$ cat config.mk
export PLATFORM = sky130hd
export DESIGN_NAME = adc_avg_peak
export DESIGN_NICKNAME = d
export VERILOG_FILES = /design/src/rtl/adc_avg_pkg.sv /design/src/rtl/adc_chan_avg.sv /design/src/rtl/adc_avg_peak.sv
export SDC_FILE = /design/constraint.sdc
export NUM_CORES = 1
export LEC_CHECK = 0
export CORE_MARGIN = 4
export CORE_UTILIZATION = 52
export CTS_CLUSTER_SIZE = 24
export DETAILED_ROUTE_END_ITERATION = 10
export GPL_TIMING_DRIVEN = 0
export PLACE_DENSITY = 0.77
export SLEW_MARGIN = 15
export SYNTH_ARGS = -nofsm -noshare
export SYNTH_HDL_FRONTEND = slang
export SYNTH_HIERARCHICAL = 1
export SYNTH_SLANG_ARGS = --single-unit
$ cat constraint.sdc
create_clock -name clock -period 2.3 [get_ports clock]
set_clock_uncertainty 0.05 [all_clocks]
set_input_delay 0.46 -clock clock [delete_from_list [all_inputs] [get_ports clock]]
set_output_delay 0.46 -clock clock [all_outputs]
set_load 0.03 [all_outputs]
$ cat src/rtl/adc_avg_pkg.sv
// adc_avg_pkg: shared width, FSM state encoding and default alarm thresholds.
package adc_avg_pkg;
    localparam int ADC_W = 12;
    localparam logic [ADC_W-1:0] ALARM_HI_DEF = 12'd3000;
    localparam logic [ADC_W-1:0] ALARM_LO_DEF = 12'd2800;
    typedef enum logic [1:0] {IDLE, CAPTURE, ACCUM, PUBLISH} state_t;
endpackage

$ cat src/rtl/adc_chan_avg.sv
// adc_chan_avg: per-channel sample register, boxcar accumulator with truncating average, and peak hold.
module adc_chan_avg
    import adc_avg_pkg::*;
#(
    parameter int AVG_LOG2  = 4,
    parameter int PEAK_HOLD = 256
) (
    input  logic             clock,
    input  logic             reset_n,
    input  logic             capture,
    input  logic             accum,
    input  logic             publish,
    input  logic [ADC_W-1:0] din,
    output logic [ADC_W-1:0] avg_next,
    output logic [ADC_W-1:0] peak
);
    localparam int ACC_W = ADC_W + AVG_LOG2;
    localparam int HOLD_W = (PEAK_HOLD > 1) ? $clog2(PEAK_HOLD) : 1;
    localparam logic [HOLD_W-1:0] HOLD_LAST = HOLD_W'(PEAK_HOLD - 1);
    logic [ADC_W-1:0]  s;
    logic [ACC_W-1:0]  acc;
    logic [ACC_W-1:0]  sum;
    logic [HOLD_W-1:0] hold;
    // sum already includes the final sample, so the average is ready in the publishing ACCUM cycle
    assign sum      = acc + ACC_W'(s);
    assign avg_next = ADC_W'(sum >> AVG_LOG2);
    always_ff @(posedge clock) begin
        if (!reset_n) begin
            s    <= '0;
            acc  <= '0;
            peak <= '0;
            hold <= '0;
        end else begin
            if (capture) s <= din;
            if (accum) begin
                acc <= publish ? '0 : sum;
                if (s > peak || hold == HOLD_LAST) begin
                    peak <= s;
                    hold <= '0;
                end else begin
                    hold <= hold + 1'b1;
                end
            end
        end
    end
endmodule

$ cat src/rtl/adc_avg_peak.sv
// adc_avg_peak: sample tick, capture/accumulate/publish FSM, per-channel averaging and channel-1 alarm.
// Define ALARM_LATCH_EN for a sticky alarm that only alarm_clr releases.
module adc_avg_peak
    import adc_avg_pkg::*;
#(
    parameter int               SAMPLE_DIV = 1024,
    parameter int               AVG_LOG2   = 4,
    parameter int               PEAK_HOLD  = 256,
    parameter logic [ADC_W-1:0] ALARM_HI   = ALARM_HI_DEF,
    parameter logic [ADC_W-1:0] ALARM_LO   = ALARM_LO_DEF
) (
    input  logic             clock,
    input  logic             reset_n,
    input  logic [ADC_W-1:0] AIN1,
    input  logic [ADC_W-1:0] AIN2,
`ifdef ALARM_LATCH_EN
    input  logic             alarm_clr,
`endif
    output logic [ADC_W-1:0] avg1,
    output logic [ADC_W-1:0] avg2,
    output logic             avg_valid,
    output logic [ADC_W-1:0] peak1,
    output logic [ADC_W-1:0] peak2,
    output logic             alarm
);
    localparam int TICK_W = $clog2(SAMPLE_DIV);
    localparam int SMP_W = (AVG_LOG2 > 0) ? AVG_LOG2 : 1;
    localparam logic [SMP_W-1:0] SMP_LAST = SMP_W'((1 << AVG_LOG2) - 1);
    state_t            state;
    logic [TICK_W-1:0] tick_cnt;
    logic [SMP_W-1:0]  smp_cnt;
    logic              tick;
    logic              capture;
    logic              accum;
    logic              publish;
    logic              alarm_d;
    logic [ADC_W-1:0]  avg1_next;
    logic [ADC_W-1:0]  avg2_next;
    assign tick    = tick_cnt == TICK_W'(SAMPLE_DIV - 1);
    assign capture = state == CAPTURE;
    assign accum   = state == ACCUM;
    assign publish = accum && smp_cnt == SMP_LAST;
`ifdef ALARM_LATCH_EN
    assign alarm_d = (publish && avg1_next >= ALARM_HI) || (alarm && !alarm_clr);
`else
    assign alarm_d = publish ? (avg1_next >= ALARM_HI || (alarm && avg1_next >= ALARM_LO)) : alarm;
`endif
    adc_chan_avg #(.AVG_LOG2(AVG_LOG2), .PEAK_HOLD(PEAK_HOLD)) u_ch1 (
        .clock(clock), .reset_n(reset_n), .capture(capture), .accum(accum), .publish(publish),
        .din(AIN1), .avg_next(avg1_next), .peak(peak1)
    );
    adc_chan_avg #(.AVG_LOG2(AVG_LOG2), .PEAK_HOLD(PEAK_HOLD)) u_ch2 (
        .clock(clock), .reset_n(reset_n), .capture(capture), .accum(accum), .publish(publish),
        .din(AIN2), .avg_next(avg2_next), .peak(peak2)
    );
    // The final ACCUM cycle writes the averages, so avg_valid is high during PUBLISH.
    always_ff @(posedge clock) begin
        if (!reset_n) begin
            state     <= IDLE;
            tick_cnt  <= '0;
            smp_cnt   <= '0;
            avg1      <= '0;
            avg2      <= '0;
            avg_valid <= 1'b0;
            alarm     <= 1'b0;
        end else begin
            state     <= (state == IDLE) ? (tick ? CAPTURE : IDLE) : capture ? ACCUM : publish ? PUBLISH : IDLE;
            tick_cnt  <= tick ? '0 : tick_cnt + 1'b1;
            if (accum) smp_cnt <= publish ? '0 : smp_cnt + 1'b1;
            if (publish) begin
                avg1 <= avg1_next;
                avg2 <= avg2_next;
            end
            avg_valid <= publish;
            alarm     <= alarm_d;
        end
    end
endmodule

==> key figures, run 1 <==
Clock tree
  – CTS hold repair buffers: 0
  – CTS max path bufs: 2
  – Clk_lat worst skew: around 420 ps
  – CTS tree: done
  – H-Tree Level Count: 4
  – Num CTS Buffers: 17
  – Root Driver: clkbuf_16
  – Clock-pin slew on the worst setup and hold paths: 60 ps
  – CTS sink cnt: about 140

Placement
  – Dpl hpwl: 13200 um
  – # port buffers: 75
  – GP Congestion: 0.879
  – Worst slack at placement: -822 ps

Yosys
  – Mapped Area: ~7600 um^2
  – XOR/XNOR share of the synthesized area: roughly 5%
  – Post-synthesis mux area share: under 10%
  – FF+latch count, synth: 138
  – Compound-Gate Fraction of Synth Area: between 10% and 20%
  – Ys async rst share: 0%
  – Largest family of logic cells by synthesized area: simple AND/OR/NAND/NOR gates
  – Post-Synth Adder-Cell Area: a little under a tenth
  – Yosys warnings: 6
  – Simple-gate share of the synthesized area: between 20% and 30%
  – Post-synth top flop: dfxtp_1
  – Register area share after synthesis: 36.4%
  – Unique masters post-synth: 77
  – Syn nets: 934
  – Syn Inst Count: 854
  – Post-synth EDFFs: 0
  – Avg Cell Area, Syn: ~9 um^2

Hold path
  – HP Class: reg -> reg

Routing
  – Vias: about 6600
  – Residual DRC: 0
  – Post-route ant nets: 0
  – Drt pass-1 iters: 5
  – Initial DRC Count: about 440
  – WL per Instance: between 15 and 20 um
  – Final wirelength: between 15000 and 20000 um
  – Via density: 5.67

STA
  – Setup TNS Final: -129 ps
  – Max Clk Rate: a little over 400 MHz
  – Fin. max-slew vios: 0
  – Ratio of final minimum period to clock period: 106%
  – Worst slew margin: a little under half
  – Worst-Margin Slew: about 800 ps
  – Endpoints failing hold: 0
  – Post-layout min period: 2430 ps
  – Final setup vio count: 1
  – PnR worst setup slack: -129 ps
  – RSZ-0062 raised after global routing: true

Layout
  – Area Growth Syn to Fin: 29.5%
  – # diodes: 0
  – # fillers: between 1000 and 1500
  – Share of layout cells above drive strength 1: between 10% and 20%
  – Fin util: between 60% and 70%
  – Multi-input logic area: between 4000 and 5000 um^2
  – Commonest non-fill, non-tap cell in the layout: dfxtp_1
  – Register area: roughly 2800 um^2
  – Most frequent cells in the layout: dfxtp_1, nand2_1, clkdlybuf4s50_1
  – Nets: about 1000

Floorplan
  – Die Wd: roughly 130 um
  – Row Count: 43
  – Die Y: around 130 um
  – Die area: ~17000 um^2
  – I/O Pins: between 70 and 80
  – Starting Density: a little over half
  – Core Footprint: between 10000 and 15000 um^2

Critical path
  – R2R setup slack: -130 ps
  – Worst setup SP type: register
  – Critical path class: reg -> reg
  – CP Capture Point: alarm$_SDFFE_PN0P_
  – Endpoint of the worst register-to-register path: alarm$_SDFFE_PN0P_
  – CP required: between 2000 and 3000 ps
  – CP startpoint: u_ch1/s[0]$_SDFFE_PN0P_
  – R2R depth: 12
  – CP arrival: 2730 ps
  – CP max FO: 4
  – Reg2reg start: u_ch1/s[0]$_SDFFE_PN0P_
  – Critical Path Sink Type: register

Global route
  – Largest net degree at the start of global routing: 27
  – First-pass GRT wire length: about 31000 um
  – Total global-route track usage: a little under a quarter
  – Vias in the first global route: between 6000 and 7000
  – Total gr overflow: 0
  – Initial antenna violation count: 0

Power
  – Worst VDD drop: approximately 0.5 mV
  – Pwr Density: about 570 nW/um^2
  – Overall power: around 5.6 mW
  – Leak pwr: 3.59 nW

Outcome
  – Violated checks: setup timing
  – Status: finished, violations left

Run
  – Max-Cap Viols: 0
flip-flops by register name, indices dropped and copies added, names as in the netlist:
name and flops:
u_ch1/s 12, state 2, u_ch2/acc 16, u_ch1/acc 16
avg_valid 1, alarm 1, smp_cnt 4, u_ch2/s 12
avg2 12, u_ch1/peak 12, u_ch2/hold 8, u_ch1/hold 8
avg1 12, tick_cnt 10, u_ch2/peak 12
logic make-up (layout without fill, tap and decap cells):
| group | Yosys count | in the layout |
|---|---|---|
| compound gates | 166 | 166 |
| buf+inv | 79 | 207 |
| fa+ha+maj | 54 | 54 |
| flops | 138 | 138 |
| simple gates | 326 | 326 |
| xor+xnor | 43 | 43 |
| mux | 48 | 48 |
area by class of cell:
type,instances,area share [%]
multi-input cells,637,49.6
flip-flops and latches,138,28.5
repair buffers,97,9.35
clock buffers,21,4.69
well taps,180,2.29
plain buffers,36,2.05
clock inverters,11,1.96
inverters,42,1.60
where the power goes:
group / total [mW] / switching, mW / internal (mW)
clock network: 3.03 / 1.05 / 1.98
registers: 2.40 / 0.00573 / 2.39
logic: 0.148 / 0.0751 / 0.0725
worst min-delay path by stage:
stage	to	cells after the start	start
after floorplan	tick_cnt[0]$_SDFF_PP0_	1	tick_cnt[0]$_SDFF_PP0_
after global placement	avg2[1]$_SDFFE_PN0P_	2	avg2[1]$_SDFFE_PN0P_
after detailed placement	avg2[4]$_SDFFE_PN0P_	2	avg2[4]$_SDFFE_PN0P_
after CTS	avg2[4]$_SDFFE_PN0P_	2	avg2[4]$_SDFFE_PN0P_
after global routing	u_ch1/peak[2]$_SDFFE_PN0P_	2	u_ch1/peak[2]$_SDFFE_PN0P_
final	avg1[10]$_SDFFE_PN0P_	2	avg1[10]$_SDFFE_PN0P_
layer usage:
metal	track usage, %	vias to the layer above	wire length [um]
li1	-	3235	-
met1	27.4	3111	8260
met2	38.8	187	9500
met3	5.44	57	891
met4	11.4	0	748
met5	0	-	0
timing repair:
action / in CTS / in global routing
gates resized for setup: 47 / 53
setup buffers: 13 / 8
hold endpoints to repair: 0 / 0
gates cloned: 0 / 1
endpoints found under the setup margin: 59 / 62
pin swaps: 23 / 31
synth_stat cells (all sizes together), types with 10 or more instances:
cell | number | area (um^2)
ha | 52 | 651
a21boi | 34 | 267
clkbuf | 27 | 101
nand2b | 10 | 62.6
nand4 | 18 | 128
inv | 41 | 154
xor2 | 21 | 184
nand3 | 27 | 135
nor2b | 52 | 328
a21oi | 33 | 169
mux2i | 48 | 480
and2 | 16 | 100
nor2 | 48 | 180
o211ai | 10 | 88.8
nand2 | 116 | 438
xnor2 | 22 | 193
buf | 10 | 83.8
dfxtp | 138 | 2760
o21ai | 21 | 105
through the flow:
step	instance area (um^2)	std cells	hold WS, ps
3_5_place_dp	8610	1109	398
6_report	9820	1162	404
2_1_floorplan	7640	854	380
4_1_cts	9550	1153	406
3_3_place_gp	8610	1109	396
5_1_grt	9820	1162	435
worst max-delay path: stages, from the launching register on:
cell and delay (ps):
dfxtp_4 360, ha_4 150, inv_2 40, fa_2 330
nand2b_4 170, a21o_1 170, a21boi_2 170, o21a_1 210
xor2_2 240, a31oi_1 130, nor2_1 130, o211ai_1 90
a21boi_1 120
No activity file was read; power rests on OpenSTA's default activity.
==> run 2, diff against run 1 <==
Settings changed: CTS_CLUSTER_SIZE 24 to unset.
==> results of run 2 <==
No change in the layout: final DEF, timing and power equal those of run 1.
